<file path="config.mk">
export PLATFORM = sky130hd
export DESIGN_NAME = lsu_prf_wb_arb
export DESIGN_NICKNAME = d
export VERILOG_FILES = /design/src/rtl/lsu_wb_pkg.sv /design/src/rtl/lsu_wb_src_buf.sv /design/src/rtl/lsu_prf_wb_arb.sv
export SDC_FILE = /design/constraint.sdc
export NUM_CORES = 1
export LEC_CHECK = 0
export BUFFER_PORTS_ARGS = -buffer_cell sky130_fd_sc_hd__clkbuf_2
export CORE_ASPECT_RATIO = 0.5
export CORE_MARGIN = 2
export CORE_UTILIZATION = 35
export DETAILED_ROUTE_END_ITERATION = 8
export HOLD_SLACK_MARGIN = 0.03
export PLACE_DENSITY = 0.59
export SLEW_MARGIN = 20
export SYNTH_ARGS = -nofsm -noshare
export SYNTH_HDL_FRONTEND = slang
export SYNTH_SLANG_ARGS = --single-unit
</file>
<file path="constraint.sdc">
create_clock -name clk -period 22.1 [get_ports clk]
set_clock_uncertainty 0.2 [all_clocks]
set_input_delay 5.525 -clock clk [delete_from_list [all_inputs] [get_ports clk]]
set_output_delay 5.525 -clock clk [all_outputs]
set_load 0.05 [all_outputs]
</file>
<file path="src/rtl/lsu_wb_pkg.sv">
// Shared types and helpers for the LSU writeback arbiter.
// Holds the buffered completion entry, width constants and the RR helper.
package lsu_wb_pkg;

    localparam int PRF_AW = 6;
    localparam int DATA_W = 64;
    localparam int ROB_W  = 5;

    typedef struct packed {
        logic              prf_we;
        logic [PRF_AW-1:0] rd_addr;
        logic [DATA_W-1:0] data;
        logic [ROB_W-1:0]  rob_index;
    } lsu_wb_entry_t;

    // Next round-robin start: one past the last source granted.
    function automatic int rr_next(input int last, input int n);
        return (last + 1) % n;
    endfunction

endpackage

</file>
<file path="src/rtl/lsu_wb_src_buf.sv">
// Per-source circular completion buffer: one push, one pop per cycle.
// Ports: clk/rstn, flush_i clears; push_i/entry_i, pop_i/head_o, empty_o, count_o.
module lsu_wb_src_buf
    import lsu_wb_pkg::*;
#(
    parameter int BUF_DEPTH = 4
) (
    input  logic                         clk,
    input  logic                         rstn,
    input  logic                         flush_i,
    input  logic                         push_i,
    input  lsu_wb_entry_t                entry_i,
    input  logic                         pop_i,
    output lsu_wb_entry_t                head_o,
    output logic                         empty_o,
    output logic [$clog2(BUF_DEPTH):0]   count_o
);

    localparam int PW = $clog2(BUF_DEPTH);
    localparam logic [PW:0]   CNT_ONE = 1;
    localparam logic [PW-1:0] PTR_ONE = 1;
    localparam logic [PW:0]   CNT_MAX = (PW+1)'(BUF_DEPTH);

    lsu_wb_entry_t mem [BUF_DEPTH];
    logic [PW-1:0] wr_ptr;
    logic [PW-1:0] rd_ptr;
    logic [PW:0]   count;
    logic          do_push;
    logic          do_pop;

    assign empty_o = (count == '0);
    assign count_o = count;
    assign head_o  = mem[rd_ptr];
    // Guards keep the buffer consistent even if the caller misbehaves.
    assign do_push = push_i & (count != CNT_MAX) & ~flush_i;
    assign do_pop  = pop_i & ~empty_o & ~flush_i;

    always_ff @(posedge clk or negedge rstn) begin
        if (!rstn) begin
            wr_ptr <= '0;
            rd_ptr <= '0;
            count  <= '0;
        end else if (flush_i) begin
            wr_ptr <= '0;
            rd_ptr <= '0;
            count  <= '0;
        end else begin
            if (do_push) wr_ptr <= wr_ptr + PTR_ONE;
            if (do_pop)  rd_ptr <= rd_ptr + PTR_ONE;
            unique case ({do_push, do_pop})
                2'b10:   count <= count + CNT_ONE;
                2'b01:   count <= count - CNT_ONE;
                default: count <= count;
            endcase
        end
    end

    always_ff @(posedge clk) begin
        if (do_push) mem[wr_ptr] <= entry_i;
    end

endmodule

</file>
<file path="src/rtl/lsu_prf_wb_arb.sv">
// LSU writeback arbiter: buffers N completion sources, grants P ports round-robin.
// Ports: src_* inputs with src_rdy_o; prf_wb_* PRF write ports; lsq_wb_* completions.
module lsu_prf_wb_arb
    import lsu_wb_pkg::*;
#(
    parameter int SRC_COUNT          = 3,
    parameter int WB_PORT_COUNT      = 1,
    parameter int BUF_DEPTH          = 4,
    parameter int PHY_REG_ADDR_WIDTH = PRF_AW,
    parameter int XLEN               = DATA_W,
    parameter int ROB_INDEX_WIDTH    = ROB_W
) (
    input  logic                                        clk,
    input  logic                                        rstn,
    input  logic                                        flush_i,
    input  logic [SRC_COUNT-1:0]                        src_vld_i,
    input  logic [SRC_COUNT-1:0]                        src_prf_we_i,
    input  logic [SRC_COUNT*PHY_REG_ADDR_WIDTH-1:0]     src_rd_addr_i,
    input  logic [SRC_COUNT*XLEN-1:0]                   src_data_i,
    input  logic [SRC_COUNT*ROB_INDEX_WIDTH-1:0]        src_rob_index_i,
    output logic [SRC_COUNT-1:0]                        src_rdy_o,
    output logic [WB_PORT_COUNT-1:0]                    prf_wb_vld_o,
    output logic [WB_PORT_COUNT*PHY_REG_ADDR_WIDTH-1:0] prf_wb_rd_addr_o,
    output logic [WB_PORT_COUNT*XLEN-1:0]               prf_wb_data_o,
    output logic [WB_PORT_COUNT-1:0]                    lsq_wb_vld_o,
    output logic [WB_PORT_COUNT*ROB_INDEX_WIDTH-1:0]    lsq_wb_rob_index_o
);

    localparam int SW = $clog2(SRC_COUNT);
    localparam int CW = $clog2(BUF_DEPTH) + 1;
    localparam int AW = PHY_REG_ADDR_WIDTH;
    localparam int RW = ROB_INDEX_WIDTH;
    localparam logic [CW-1:0] CNT_FULL = CW'(BUF_DEPTH);

    lsu_wb_entry_t            in_e  [SRC_COUNT];
    lsu_wb_entry_t            head  [SRC_COUNT];
    logic [CW-1:0]            cnt   [SRC_COUNT];
    logic [SRC_COUNT-1:0]     empty;
    logic [SRC_COUNT-1:0]     push;
    logic [SRC_COUNT-1:0]     pop;
    logic [SW-1:0]            rr_ptr;
    logic [2*SRC_COUNT-1:0]   ne_dbl;
    logic [SRC_COUNT-1:0]     ne_rot;
    logic                     sel_vld [WB_PORT_COUNT];
    int                       sel_src [WB_PORT_COUNT];
    int                       n_grant;
    int                       last_src;

    for (genvar g = 0; g < SRC_COUNT; g++) begin : g_src
        assign in_e[g].prf_we    = src_prf_we_i[g];
        assign in_e[g].rd_addr   = src_rd_addr_i[g*AW +: AW];
        assign in_e[g].data      = src_data_i[g*XLEN +: XLEN];
        assign in_e[g].rob_index = src_rob_index_i[g*RW +: RW];
        assign src_rdy_o[g]      = (cnt[g] != CNT_FULL) & ~flush_i;
        assign push[g]           = src_vld_i[g] & src_rdy_o[g];

        lsu_wb_src_buf #(
            .BUF_DEPTH (BUF_DEPTH)
        ) u_buf (
            .clk     (clk),
            .rstn    (rstn),
            .flush_i (flush_i),
            .push_i  (push[g]),
            .entry_i (in_e[g]),
            .pop_i   (pop[g]),
            .head_o  (head[g]),
            .empty_o (empty[g]),
            .count_o (cnt[g])
        );
    end

    // Rotate the non-empty mask so bit k is source (rr_ptr + k) mod N.
    assign ne_dbl = {~empty, ~empty} >> rr_ptr;
    assign ne_rot = ne_dbl[SRC_COUNT-1:0];

    always_comb begin
        n_grant  = 0;
        last_src = 0;
        for (int p = 0; p < WB_PORT_COUNT; p++) begin
            sel_vld[p] = 1'b0;
            sel_src[p] = 0;
        end
        if (!flush_i) begin
            for (int k = 0; k < SRC_COUNT; k++) begin
                if (ne_rot[k] && n_grant < WB_PORT_COUNT) begin
                    last_src = (int'(rr_ptr) + k) % SRC_COUNT;
                    for (int p = 0; p < WB_PORT_COUNT; p++) begin
                        if (p == n_grant) begin
                            sel_vld[p] = 1'b1;
                            sel_src[p] = last_src;
                        end
                    end
                    n_grant = n_grant + 1;
                end
            end
        end
    end

    always_comb begin
        pop                = '0;
        prf_wb_vld_o       = '0;
        prf_wb_rd_addr_o   = '0;
        prf_wb_data_o      = '0;
        lsq_wb_vld_o       = '0;
        lsq_wb_rob_index_o = '0;
        for (int p = 0; p < WB_PORT_COUNT; p++) begin
            for (int s = 0; s < SRC_COUNT; s++) begin
                if (sel_vld[p] && sel_src[p] == s) begin
                    pop[s]                         = 1'b1;
                    lsq_wb_vld_o[p]                = 1'b1;
                    lsq_wb_rob_index_o[p*RW +: RW] = head[s].rob_index;
                    prf_wb_vld_o[p]                = head[s].prf_we;
                    if (head[s].prf_we) begin
                        prf_wb_rd_addr_o[p*AW +: AW]   = head[s].rd_addr;
                        prf_wb_data_o[p*XLEN +: XLEN] = head[s].data;
                    end
                end
            end
        end
    end

    always_ff @(posedge clk or negedge rstn) begin
        if (!rstn) begin
            rr_ptr <= '0;
        end else if (flush_i) begin
            rr_ptr <= '0;
        end else if (n_grant != 0) begin
            rr_ptr <= SW'(rr_next(last_src, SRC_COUNT));
        end
    end

endmodule

</file>
* Yosys cells after proc, flatten, opt, wreduce, memory -nomap -nowiden
Memory sizes are Yosys's and may differ from the RTL's.
Index checks and enable logic that the tools add are counted.
** Word-level totals
- Word-level logic and storage cells :: 163
- Input bits :: 234
- Memory bits (writable) :: 912
- Output and inout bits :: 80
- Flip-flop bits (word level) :: 23
- Memories kept :: 3
** Memories
- g_src[0].u_buf.mem :: depth 4, bits a word 76, read ports 1, clocked after memory_dff 0, wr ports 1, RTL line lsu_wb_src_buf.sv:24 : lsu_wb_entry_t mem [BUF_DEPTH];
- g_src[1].u_buf.mem :: depth 4, bits a word 76, read ports 1, clocked after memory_dff 0, wr ports 1, RTL line lsu_wb_src_buf.sv:24
- g_src[2].u_buf.mem :: depth 4, bits a word 76, read ports 1, clocked after memory_dff 0, wr ports 1, RTL line lsu_wb_src_buf.sv:24
** Cells by class
- Shift operators :: 1
- Add/subtract/negate cells :: 17
- Bitwise gates (word level) :: 23
- Div/mod/pow operators :: 4
- Reduce and logical (&&, ||, !) cells :: 22
- Equality and inequality tests :: 11
- Muxes and demuxes :: 70
- Magnitude comparators :: 2
** Operators by type and width (number)
- 32-bit 2-to-1 mux :: 14
- 64-bit 2-to-1 mux :: 6
- 32-bit by 2-bit adder with 32-bit output (second input constant) :: 3
- 32-bit zero test :: 3
- 32-bit by 3-bit modulo with 32-bit output (second input constant) :: 3
- 32-bit by 2-bit < comparator with 1-bit output (second input constant) :: 2
- 6-bit 2-to-1 mux :: 6
- 32-bit by 2-bit equality test with 1-bit output (second input constant) :: 1
- 32-bit by 3-bit equality test with 1-bit output (second input constant) :: 1
- 3-bit by 3-bit modulo with 32-bit output (second input constant) :: 1
- 32-bit nonzero test :: 1
- 2-bit 2-to-1 mux :: 14
- 1-bit 2-to-1 mux :: 21
- 1-bit bitwise AND :: 18
- 3-bit case mux with 2 select lines :: 3
- 5-bit 2-to-1 mux :: 3
- 2-bit nonzero test :: 7
- 2-bit by 1-bit adder with 2-bit output (second input constant) :: 6
- 3-bit by 1-bit adder with 3-bit output (second input constant) :: 3
- 3-bit zero test :: 3
- 3-bit 2-to-1 mux :: 3
- 3-bit != test (second input constant) :: 3
- 3-bit nonzero test :: 3
- 3-bit by 1-bit subtractor with 3-bit output (second input constant) :: 3
- 8 further kinds :: 19

* Longest topological paths before layout
- Depth after elaboration :: 21
- Mapped depth :: 37
- Mapped depth without buffers :: 35

* Hierarchy
Synthesis repeated with hierarchy kept, for this count alone.
** Second synthesis, totals
- Cell total of the unflattened synthesis :: 1836
- Area, all modules :: 37721.2 um^2
** Modules (own cells, without submodules)
- lsu_wb_src_buf at g_src[0].u_buf ... :: times used 2, seq. area each 9303.9 um^2, cells each 460, area an instance 11521.0 um^2
- lsu_wb_src_buf at g_src[1].u_buf :: times used 1, seq. area each 9303.9 um^2, cells each 465, area an instance 11558.6 um^2
- lsu_prf_wb_arb :: times used 1, seq. area each 50.0 um^2, cells each 451, area an instance 3120.5 um^2

* Worst setup path after synthesis
Ideal clock, no wire load.
- Kind :: input to output
- Start point :: input flush_i
- End point :: output prf_wb_data_o[55]
- Path slack :: 8.266 ns
- Required time :: 16.375 ns
- Buffers on the path :: 3
- Arrival time :: 8.109 ns
- Cell stages on the path :: 10
- Cells stage by stage :: clkbuf_1 -> a211oi_1 -> or2_2 -> nor4_1 -> nand3_1 -> nor3b_1 -> clkbuf_1 -> clkbuf_1 -> a22oi_1 -> nand2_1
** Between the ends
- Longest elaborated chain between the ends :: 8
** RTL lines
- from (decl) :: RTL line lsu_prf_wb_arb.sv:15 : input logic flush_i,
- 32-bit 2-to-1 mux :: RTL line lsu_prf_wb_arb.sv:83 : if (!flush_i) begin
- 32-bit zero test :: RTL line lsu_prf_wb_arb.sv:108 : if (sel_vld[p] && sel_src[p] == s) begin
- 1-bit logical AND :: RTL line lsu_prf_wb_arb.sv:108
- 64-bit 2-to-1 mux :: RTL line lsu_prf_wb_arb.sv:108
- 64-bit 2-to-1 mux :: RTL line lsu_prf_wb_arb.sv:113 : if (head[s].prf_we) begin
- 64-bit 2-to-1 mux :: RTL line lsu_prf_wb_arb.sv:108
- 64-bit 2-to-1 mux :: RTL line lsu_prf_wb_arb.sv:113
- 64-bit 2-to-1 mux (*) :: RTL line lsu_prf_wb_arb.sv:108
- to (decl) :: RTL line lsu_prf_wb_arb.sv:24 : output logic [WB_PORT_COUNT*XLEN-1:0] prf_wb_data_o,
Every way passes the cells marked *; elsewhere a longest branch is shown, timed or not.

* Worst setup path in the final report
- Start point :: input flush_i
- End point :: output prf_wb_data_o[27]
Same word-level chain as after synthesis.

==> summary.md <==
| Metric | Value |
|---|---|
| Status | finished with violations |
| Failing checks | DRC |
| Worst-path cell chain | clkbuf_2 -> inv_1 -> a22o_1 -> and2_1 -> nor4_1 -> nand3_1 -> nor2b_4 -> buf_4 -> nand2_1 -> nand2_1 -> clkbuf_2 |
| Slew margin rel. | 27.0% |
| Fin crit share | 72.5% |
| Hold wc startpoint | g_src[1].u_buf.wr_ptr[0] |
| H-tree levels | 3 |
| Most frequent cells in the layout | edfxtp_1 (912), clkbuf_2 (313), mux4_2 (228) |
| Commonest non-fill, non-tap cell in the layout | edfxtp_1 |
| Library cells used by synthesis | 72 |
| Gpl congestion | 0.777 |
| Place WS | 6040 ps |
| CP arrival | 10300 ps |
| Critical Path End Type | output port |
| DR pass1 iterations | 7 |
| Max stage delay cell, worst path | nor2b_4 |
| CP max FO | 37 |
| FF-to-FF setup slack | 13520 ps |
| Die X | 466 µm |
| Critical Path RT | 16380 ps |
| Rows | 84 |
| MaxCap Viol Count | 0 |
| Asr flop ratio synth | 2.46% |
| Hpwl dp | 59600 µm |
| ANT nets after route | 0 |
| Post-Route WL | 94500 µm |
| Vias in the first global route | 19800 |
| Post-cts sizing count | 0 |
| Die area | 0.109 mm² |
| Avg Cell Area, Syn | 19.9 µm² |
| FF-to-FF path depth | 31 |
| CTS Buf Count | 90 |
| Via count | 19400 |
| First-pass GRT wire length | 136000 µm |
| CTS max path bufs | 3 |
| CTS root buffer | clkbuf_16 |
| Clock Sinks | 935 |
| Synth Flop Type | edfxtp_1 |
| Die Height | 235 µm |
| Fin nets | 2483 |
| Final hold viol count | 0 |
| Worst skew pair latency | 630 ps |
| Worst Hold Endpoint | g_src[1].u_buf.wr_ptr[0] |
| EDFF count, synth | 912 |
| Largest net degree at the start of global routing | 48 |
| Final worst slack | 6070 ps |
| Worst path max stage delay | 980 ps |
| Final Max Slew Viols | 0 |
| Measured slew at the worst slew-check pin | 1100 ps |
| Port-buffer cells | 313 |
| Critical path startpoint category | primary input |
| Sequential fraction of the synthesis area | 74.9% |
| Final Critical Period | 16030 ps |
| Hold_buf cts | 0 |
| PD cells | 97.9 mW/mm² |
| Worst flop-to-flop path startpoint | g_src[0].u_buf.count_o[0] |
| Setup CP Type | in2out |
| Total track usage | 16.9% |
| Layout Utilization | 41.2% |
| Initial antenna violation count | 26 |
| Core area | 0.105 mm² |
| Fmax | 62.4 MHz |
| Reg-to-reg endpoint | rr_ptr[0] |
| VDD IR max | 0.0000501 V |
| Mapped Cells | 1880 |
| Initial Utilization | 35.4% |
| Initial DRC count | 1548 |
| Vias per Instance | 5.21 |
| Post CTS Setup Buffer Count | 0 |
| Yosys reg bits | 935 |
| Worst Hold Depth | 1 |
| DRC violations left | 2 |
| Top-Level Pins | 314 |
| Final TNS setup | 0 ps |
| Synth-to-Final Area Change | 16.5% |
| CTS tree | built |
| Total grt overflow | 0 |
| Routed length per instance | 25.3 µm |
| Syn Nets | 2144 |
| Static Leakage | 14.4 nW |
| Clock Pin Slew Worst Setup and Hold Paths | 60 ps |
| Setup-failing EPs final | 0 |
| Synthesis warning total | 0 |
| Unrepaired setup endpoints after global routing | no |
| Share of layout cells above drive strength 1 | 31.9% |
| Syn Std Cell Area | 0.0373 mm² |
| Worst Hold Class | reg2reg |
==> Yosys cell counts, types with 11 or more instances <==
| cell | n | share of area, % |
|---|---|---|
| xnor2_1 | 12 | 0.28 |
| nor2_1 | 39 | 0.39 |
| ha_1 | 27 | 0.91 |
| a21oi_1 | 19 | 0.25 |
| o22ai_1 | 13 | 0.22 |
| edfxtp_1 | 912 | 73 |
| o21ai_0 | 22 | 0.30 |
| and3_1 | 17 | 0.28 |
| nand3_1 | 24 | 0.32 |
| dfrtp_1 | 23 | 1.5 |
| clkbuf_1 | 79 | 0.79 |
| nand2_1 | 175 | 1.8 |
| a22oi_1 | 74 | 1.5 |
| buf_1 | 11 | 0.11 |
| xor2_1 | 11 | 0.26 |
| nor3_1 | 18 | 0.24 |
| and2_1 | 13 | 0.22 |
| mux4_2 | 228 | 14 |
| inv_1 | 25 | 0.25 |
==> sequential cells by signal, summed over array words and instances, names as in the netlist <==
| register | count |
|---|---|
| g_src.u_buf.wr_ptr | 6 |
| rr_ptr | 2 |
| g_src.u_buf.count_o | 9 |
| g_src.u_buf.mem | 912 |
| g_src.u_buf.rd_ptr | 6 |
==> worst max path at each step <==
stage                        endpoint  slack [ps]    start  cells after the start
floorplan           prf_wb_data_o[55]        8270  flush_i                     10
global placement    prf_wb_data_o[27]        6120  flush_i                     11
detailed placement  prf_wb_data_o[27]        6040  flush_i                     11
CTS                 prf_wb_data_o[30]        6070  flush_i                     11
global route        prf_wb_data_o[27]        5560  flush_i                     11
finish              prf_wb_data_o[27]        6070  flush_i                     11
==> power breakdown <==
group          total, W  switching (W)  internal, W  leakage, nW
sequential      0.00205      0.0000264      0.00202         8.58
combinational  0.000725       0.000489     0.000237         4.40
clock           0.00148       0.000651     0.000834         1.39
total           0.00426        0.00117      0.00309         14.4
==> logic make-up after synthesis <==
group           share of synthesized area, %
mux                                     14.2
fa+ha+maj                               1.09
buf+inv                                 1.22
compound gates                          3.80
simple gates                            4.26
xor+xnor                               0.540
flops                                   74.9
==> layout make-up <==
class                      instances  area [µm²]
timing repair buffer             340        1770
fill                            9358       62000
clock inverter                    57         450
antenna                           17        42.5
tap                             1419        1780
sequential                       935       28000
clock buffer                     108        2360
inverter                          25        93.8
multi-input combinational        827        8980
==> worst max-delay path: cells and delay by family <==
kind | cells | cell delay, ps
and+or+nand+nor | 6 | 2570
AOI/OAI and AO/OA | 1 | 340
buffers and inverters | 4 | 1820
==> stage by stage <==
step / hold WS (ps) / std cells / total power, W / instance area [µm²]
floorplan: 313 / 1880 / 0.00259 / 37300
global placement: 361 / 3546 / 0.00281 / 40600
detailed placement: 371 / 3546 / 0.00281 / 40600
CTS: 379 / 3711 / 0.00429 / 43400
global route: 423 / 3727 / 0.00441 / 43500
finish: 382 / 3728 / 0.00426 / 43500
==> routing by layer <==
metal / up-vias / share of wire, % / GRT usage, %
met4: 16 / 2.2 / 5.65
met5: - / 0.084 / 0
li1: 8482 / - / -
met3: 127 / 4.7 / 2.71
met2: 492 / 54 / 30.2
met1: 10300 / 39 / 20.9
Note: power is estimated with default switching activity, not from simulation.
